[src/rtl/iq_deserializer.sv]
// rtl/iq_deserializer.sv - serial I/Q word framer with sign-extending decode and show-ahead sample FIFO
module iq_deserializer #(
    parameter int FIFO_AW    = 4,
    parameter int LOCK_WORDS = 2
) (
    input  logic        clk,
    input  logic        rst,
    input  logic        rx_bit,
    input  logic        rx_bit_valid,
    input  logic        rd_en,
    output logic [31:0] rd_data,
    output logic        rd_dr,
    output logic        locked,
    output logic        sync_err,
    output logic [15:0] ovf_count
);

    localparam int DEPTH = 1 << FIFO_AW;
    localparam int GW    = (LOCK_WORDS < 1) ? 1 : $clog2(LOCK_WORDS + 1);
    localparam logic [GW-1:0] LOCK_MAX = GW'(LOCK_WORDS);

    typedef enum logic {HUNT, FRAMED} state_t;

    state_t             state;
    logic [31:0]        sr;
    logic [31:0]        next_word;
    logic [4:0]         bit_cnt;
    logic [GW-1:0]      good_cnt;
    logic [GW-1:0]      good_inc;
    logic [31:0]        mem [DEPTH];
    logic [FIFO_AW:0]   wp;
    logic [FIFO_AW:0]   rp;
    logic               sync_ok;
    logic               push;
    logic               pop;
    logic               full;
    logic               empty;
    logic               wr;
    logic [31:0]        push_data;
    logic               unused_bits;

    assign next_word = {sr[30:0], rx_bit};
    assign sync_ok   = (next_word[31:30] == 2'b10) && (next_word[15:14] == 2'b01);
    assign good_inc  = (good_cnt == LOCK_MAX) ? LOCK_MAX : good_cnt + GW'(1);

    // A word completes on any matching bit while hunting, or on every 32nd bit once framed.
    assign push = rx_bit_valid && sync_ok && ((state == HUNT) || (bit_cnt == 5'd31));

    assign push_data = {{3{next_word[29]}}, next_word[29:17],
                        {3{next_word[13]}}, next_word[13:1]};

    assign empty = (wp == rp);
    assign full  = ((wp ^ rp) == {1'b1, {FIFO_AW{1'b0}}});
    assign pop   = rd_en && !empty;
    // When full, a simultaneous pop frees the head slot, which is the slot being written.
    assign wr    = push && (!full || pop);

    assign rd_data = mem[rp[FIFO_AW-1:0]];
    assign rd_dr   = !empty;
    assign locked  = (state == FRAMED) && (good_cnt == LOCK_MAX);

    assign unused_bits = ^{sr[31], next_word[16], next_word[0]};

    always_ff @(posedge clk) begin
        if (!rst && wr) begin
            mem[wp[FIFO_AW-1:0]] <= push_data;
        end
    end

    always_ff @(posedge clk) begin
        if (rst) begin
            state     <= HUNT;
            sr        <= '0;
            bit_cnt   <= '0;
            good_cnt  <= '0;
            sync_err  <= 1'b0;
            wp        <= '0;
            rp        <= '0;
            ovf_count <= '0;
        end else begin
            sync_err <= 1'b0;
            if (rx_bit_valid) begin
                sr <= next_word;
                case (state)
                    HUNT: begin
                        if (sync_ok) begin
                            bit_cnt  <= '0;
                            good_cnt <= good_inc;
                            state    <= FRAMED;
                        end
                    end
                    FRAMED: begin
                        bit_cnt <= bit_cnt + 5'd1;
                        if (bit_cnt == 5'd31) begin
                            if (sync_ok) begin
                                good_cnt <= good_inc;
                            end else begin
                                good_cnt <= '0;
                                sync_err <= 1'b1;
                                state    <= HUNT;
                            end
                        end
                    end
                    default: state <= HUNT;
                endcase
            end
            if (wr) begin
                wp <= wp + 1'b1;
            end
            if (pop) begin
                rp <= rp + 1'b1;
            end
            if (push && full && !pop && (ovf_count != 16'hFFFF)) begin
                ovf_count <= ovf_count + 16'd1;
            end
        end
    end

endmodule

[config.mk]
export PLATFORM = sky130hd
export DESIGN_NAME = iq_deserializer
export DESIGN_NICKNAME = d
export VERILOG_FILES = /design/src/rtl/iq_deserializer.sv
export SDC_FILE = /design/constraint.sdc
export NUM_CORES = 1
export LEC_CHECK = 0
export ABC_AREA = 1
export CAP_MARGIN = 20
export CELL_PAD_IN_SITES_DETAIL_PLACEMENT = 0
export CELL_PAD_IN_SITES_GLOBAL_PLACEMENT = 1
export CORE_UTILIZATION = 54
export DETAILED_ROUTE_END_ITERATION = 16
export GPL_TIMING_DRIVEN = 0
export PLACE_DENSITY = 0.88
export SLEW_MARGIN = 0
export SYNTH_ARGS = -nofsm -noshare
export SYNTH_HDL_FRONTEND = slang
export SYNTH_SLANG_ARGS = --single-unit
[constraint.sdc]
create_clock -name clk -period 9.5 [get_ports clk]
set_input_delay 2.375 -clock clk [delete_from_list [all_inputs] [get_ports clk]]
set_output_delay 2.375 -clock clk [all_outputs]
set_load 0.005 [all_outputs]
==> impl_metrics.toml <==
[clocking]
clk_latency_ns = 0.57
cts-resized-gates = 0
cts_tree = "done"
htree_levels = 2
post-cts-setup-buffers = 0
hold_buffers = 0
path_clk_slew_ns = 0.06
clockRootBuffer = "clkbuf_16"
numCtsBuffers = 48
cts.sink_count = 486
cts.path.max_buffers = 3

[logic_synthesis]
synth_cell_types = 35
synthMuxAreaShare_pct = 0
synth_top_family_by_area = "compound AO/OA/AOI/OAI gates"
synth-simple-area-share_pct = 10.8
yosysSeqAreaShare_pct = 71.9
async_reset_ff_share_pct = 0
syn_area_mm2 = 0.0193
yosys_warnings = 0
synth_edf_count = 416
syn_nets = 1593
synth_ff_type = "edfxtp_1"
postSynthAreaPerCell_um2 = 12.3
synthXorXnorAreaFrac_pct = 0.589
synthCells = 1578
synth_adder_area_share_pct = 0.647
synth_seq_cells = 486
synth_compound_area_share_pct = 12.8

[finish]
fin_util_pct = 64.5
final_common_cell = "edfxtp_1"
final_nets = 1713
drive_gt1_share_pct = 9.39
syn2layout_area_growth_pct = 16.3
final_cell_mix = "416 x edfxtp_1, 293 x nor2_1, 237 x o21ai_0, 117 x nand2_1, 80 x clkbuf_1"

[floorplan]
rows = 68
die-height_um = 191
die_area_mm2 = 0.0366
die_w_um = 191
coreArea_mm2 = 0.0349
initial_core_util_pct = 55.4
ioPinCount = 56

[routing]
route.vias.total = 13849
post_drt_wl_per_cell_um = 25.5
drc_errors = 0
first_iter_violations = 1985
wl_um = 55900
detail-route-antenna-nets = 0
post_drt_via_cell_ratio = 6.32
dr.pass1.iters = 7

[worst_setup_path]
cp_top_family = "buffers and inverters"
worstPathArrival_ns = 3.48
crit_chain = "buf_2, clkbuf_1, o21ai_0, o221ai_1, nand3_1, nand2_1, clkdlybuf4s50_1"
crit_buf_inv = 3
cpMaxStageDelayCell = "clkbuf_1"
cp_max_fo = 11
criticalPathCategory = "reg2out"
cp-start-kind = "register"
r2r-end = "mem[14][4]$_DFFE_PP_"
reg2reg_slack_ns = 6.53
cpPeakStageDelay_ns = 0.55
cp-end-kind = "primary output"
cp_data_required_time_ns = 7.13
timing.rr.start = "bit_cnt[0]$_SDFFE_PP0P_"
reg2reg_depth = 13

[status]
outcome = "complete, no violations"

[pwr]
p_int_mw = 3.56
p_leak_nw = 7.52
power_frac_comb_pct = 10.0
p_seq_share_pct = 50.3
pwr-share-clk_pct = 39.7
p_switching_mw = 1.15
p_sw_share_pct = 24.4
ir_drop_uv = 132
pwr_density_cell_mw_per_mm2 = 210

[worst_hold_path]
hp-class = "reg2reg"
min_to = "sr[16]$_SDFFE_PP0P_"
worstHoldStart = "sr[15]$_SDFFE_PP0P_"
holdPathStages = 2

[sta]
tightest_slew_ns = 1.15
tns_ns = 0
rsz0062_at_grt = "false"
max_freq_mhz = 171
hold_viol_final = 0
fin_crit_sh_pct = 61.7
fin_crit_ns = 5.86
finalMaxSlewViolations = 0
setup_viol = 0
fin_worst_skew_ns = 0.0284
relSlewSlack_pct = 23.7

[global_route]
grt_max_degree = 24
grt_pass1_vias = 13471
grt_pass1_wl_um = 82900
grt-ovfl-total = 0
antenna_found_initial = 1
track_usage_pct = 31.3

[placement]
place_congestion = 0.872
dp_hpwl_um = 36000
io_buffers = 54

[run]
drv_cap = 0
==> flip-flops by register name, indices dropped and copies added (netlist names), named ones only <==
name,count
bit_cnt,5
ovf_count,16
rp,5
state,1
wp,5
sr,31
sync_err,1
good_cnt,2
mem,416
==> per-stage QoR <==
step	setup WS (ns)	cell area [µm²]	power [mW]	hold slack (ns)	instances
detailed placement	4.31	20900	2.87	0.477	2103
global route	3.53	22500	4.83	0.503	2190
floorplan	4.72	19300	2.64	0.446	1578
finish	3.64	22500	4.71	0.473	2192
global placement	2.98	20400	2.86	0.457	2087
CTS	3.71	22500	4.69	0.478	2190
==> power by group through the flow <==
stage	combinational [mW]	clock [mW]	sequential, mW
floorplan	0.247	0	2.39
global placement	0.443	0	2.41
detailed placement	0.455	0	2.42
CTS	0.458	1.87	2.37
global route	0.504	1.95	2.37
finish	0.469	1.87	2.37
==> worst min-delay path, delay by kind of cell (launching register included) <==
family           cells  cell delay [ns]
and+or+nand+nor      2             0.13
DFF                  1             0.33
==> layer usage <==
metal	global-route usage [%]	vias up	wire (µm)	share of wire [%]
met1	41.2	6682	20700	37
met4	14.3	0	2720	4.9
met5	0	-	0	0
met3	6.68	206	6570	12
li1	-	6045	-	-
met2	50.0	916	25900	46
==> final cells by class <==
| cell class | instances | area, µm² |
|---|---|---|
| Buffer | 107 | 498 |
| Clock inverter | 19 | 173 |
| Multi-Input combinational cell | 943 | 4910 |
| Sequential cell | 486 | 13900 |
| Inverter | 42 | 158 |
| Clock buffer | 68 | 1360 |
| Tap cell | 455 | 569 |
| Antenna cell | 2 | 5.00 |
| Timing Repair Buffer | 70 | 921 |
| Fill cell | 2575 | 12400 |
==> synthesized netlist by cell type (10+ instances only) <==
library cell | instances | area (µm²)
nor2_1 | 309 | 1160
buf_2 | 26 | 130
a21oi_1 | 33 | 165
o221ai_1 | 78 | 683
buf_4 | 13 | 97.6
xor2_1 | 10 | 87.6
o21ai_0 | 237 | 1190
ha_1 | 10 | 125
dfxtp_1 | 70 | 1400
nand3_1 | 54 | 270
nand2_1 | 117 | 439
o211ai_1 | 26 | 195
clkbuf_1 | 65 | 244
o21ai_1 | 12 | 60.1
edfxtp_1 | 416 | 12500
inv_1 | 34 | 128
o22ai_1 | 26 | 163
==> logic make-up after synthesis <==
logic type,count (synthesis)
AO/OA/AOI/OAI,414
XOR/XNOR,13
buffers and inverters,149
AND/OR/NAND/NOR,506
flip-flops,486
adder cells (fa/ha/maj),10
==> worst max path at each step <==
stage	end	slack, ns	cells past startpoint
after CTS	rd_data[7]	3.71	7
final	rd_data[7]	3.64	7
after detailed placement	rd_data[7]	4.31	7
after floorplan	mem[0][0]$_DFFE_PP_	4.72	9
after global placement	mem[8][25]$_DFFE_PP_	2.98	7
after global routing	rd_data[7]	3.53	8
Note: power is estimated with default switching activity, not from simulation.
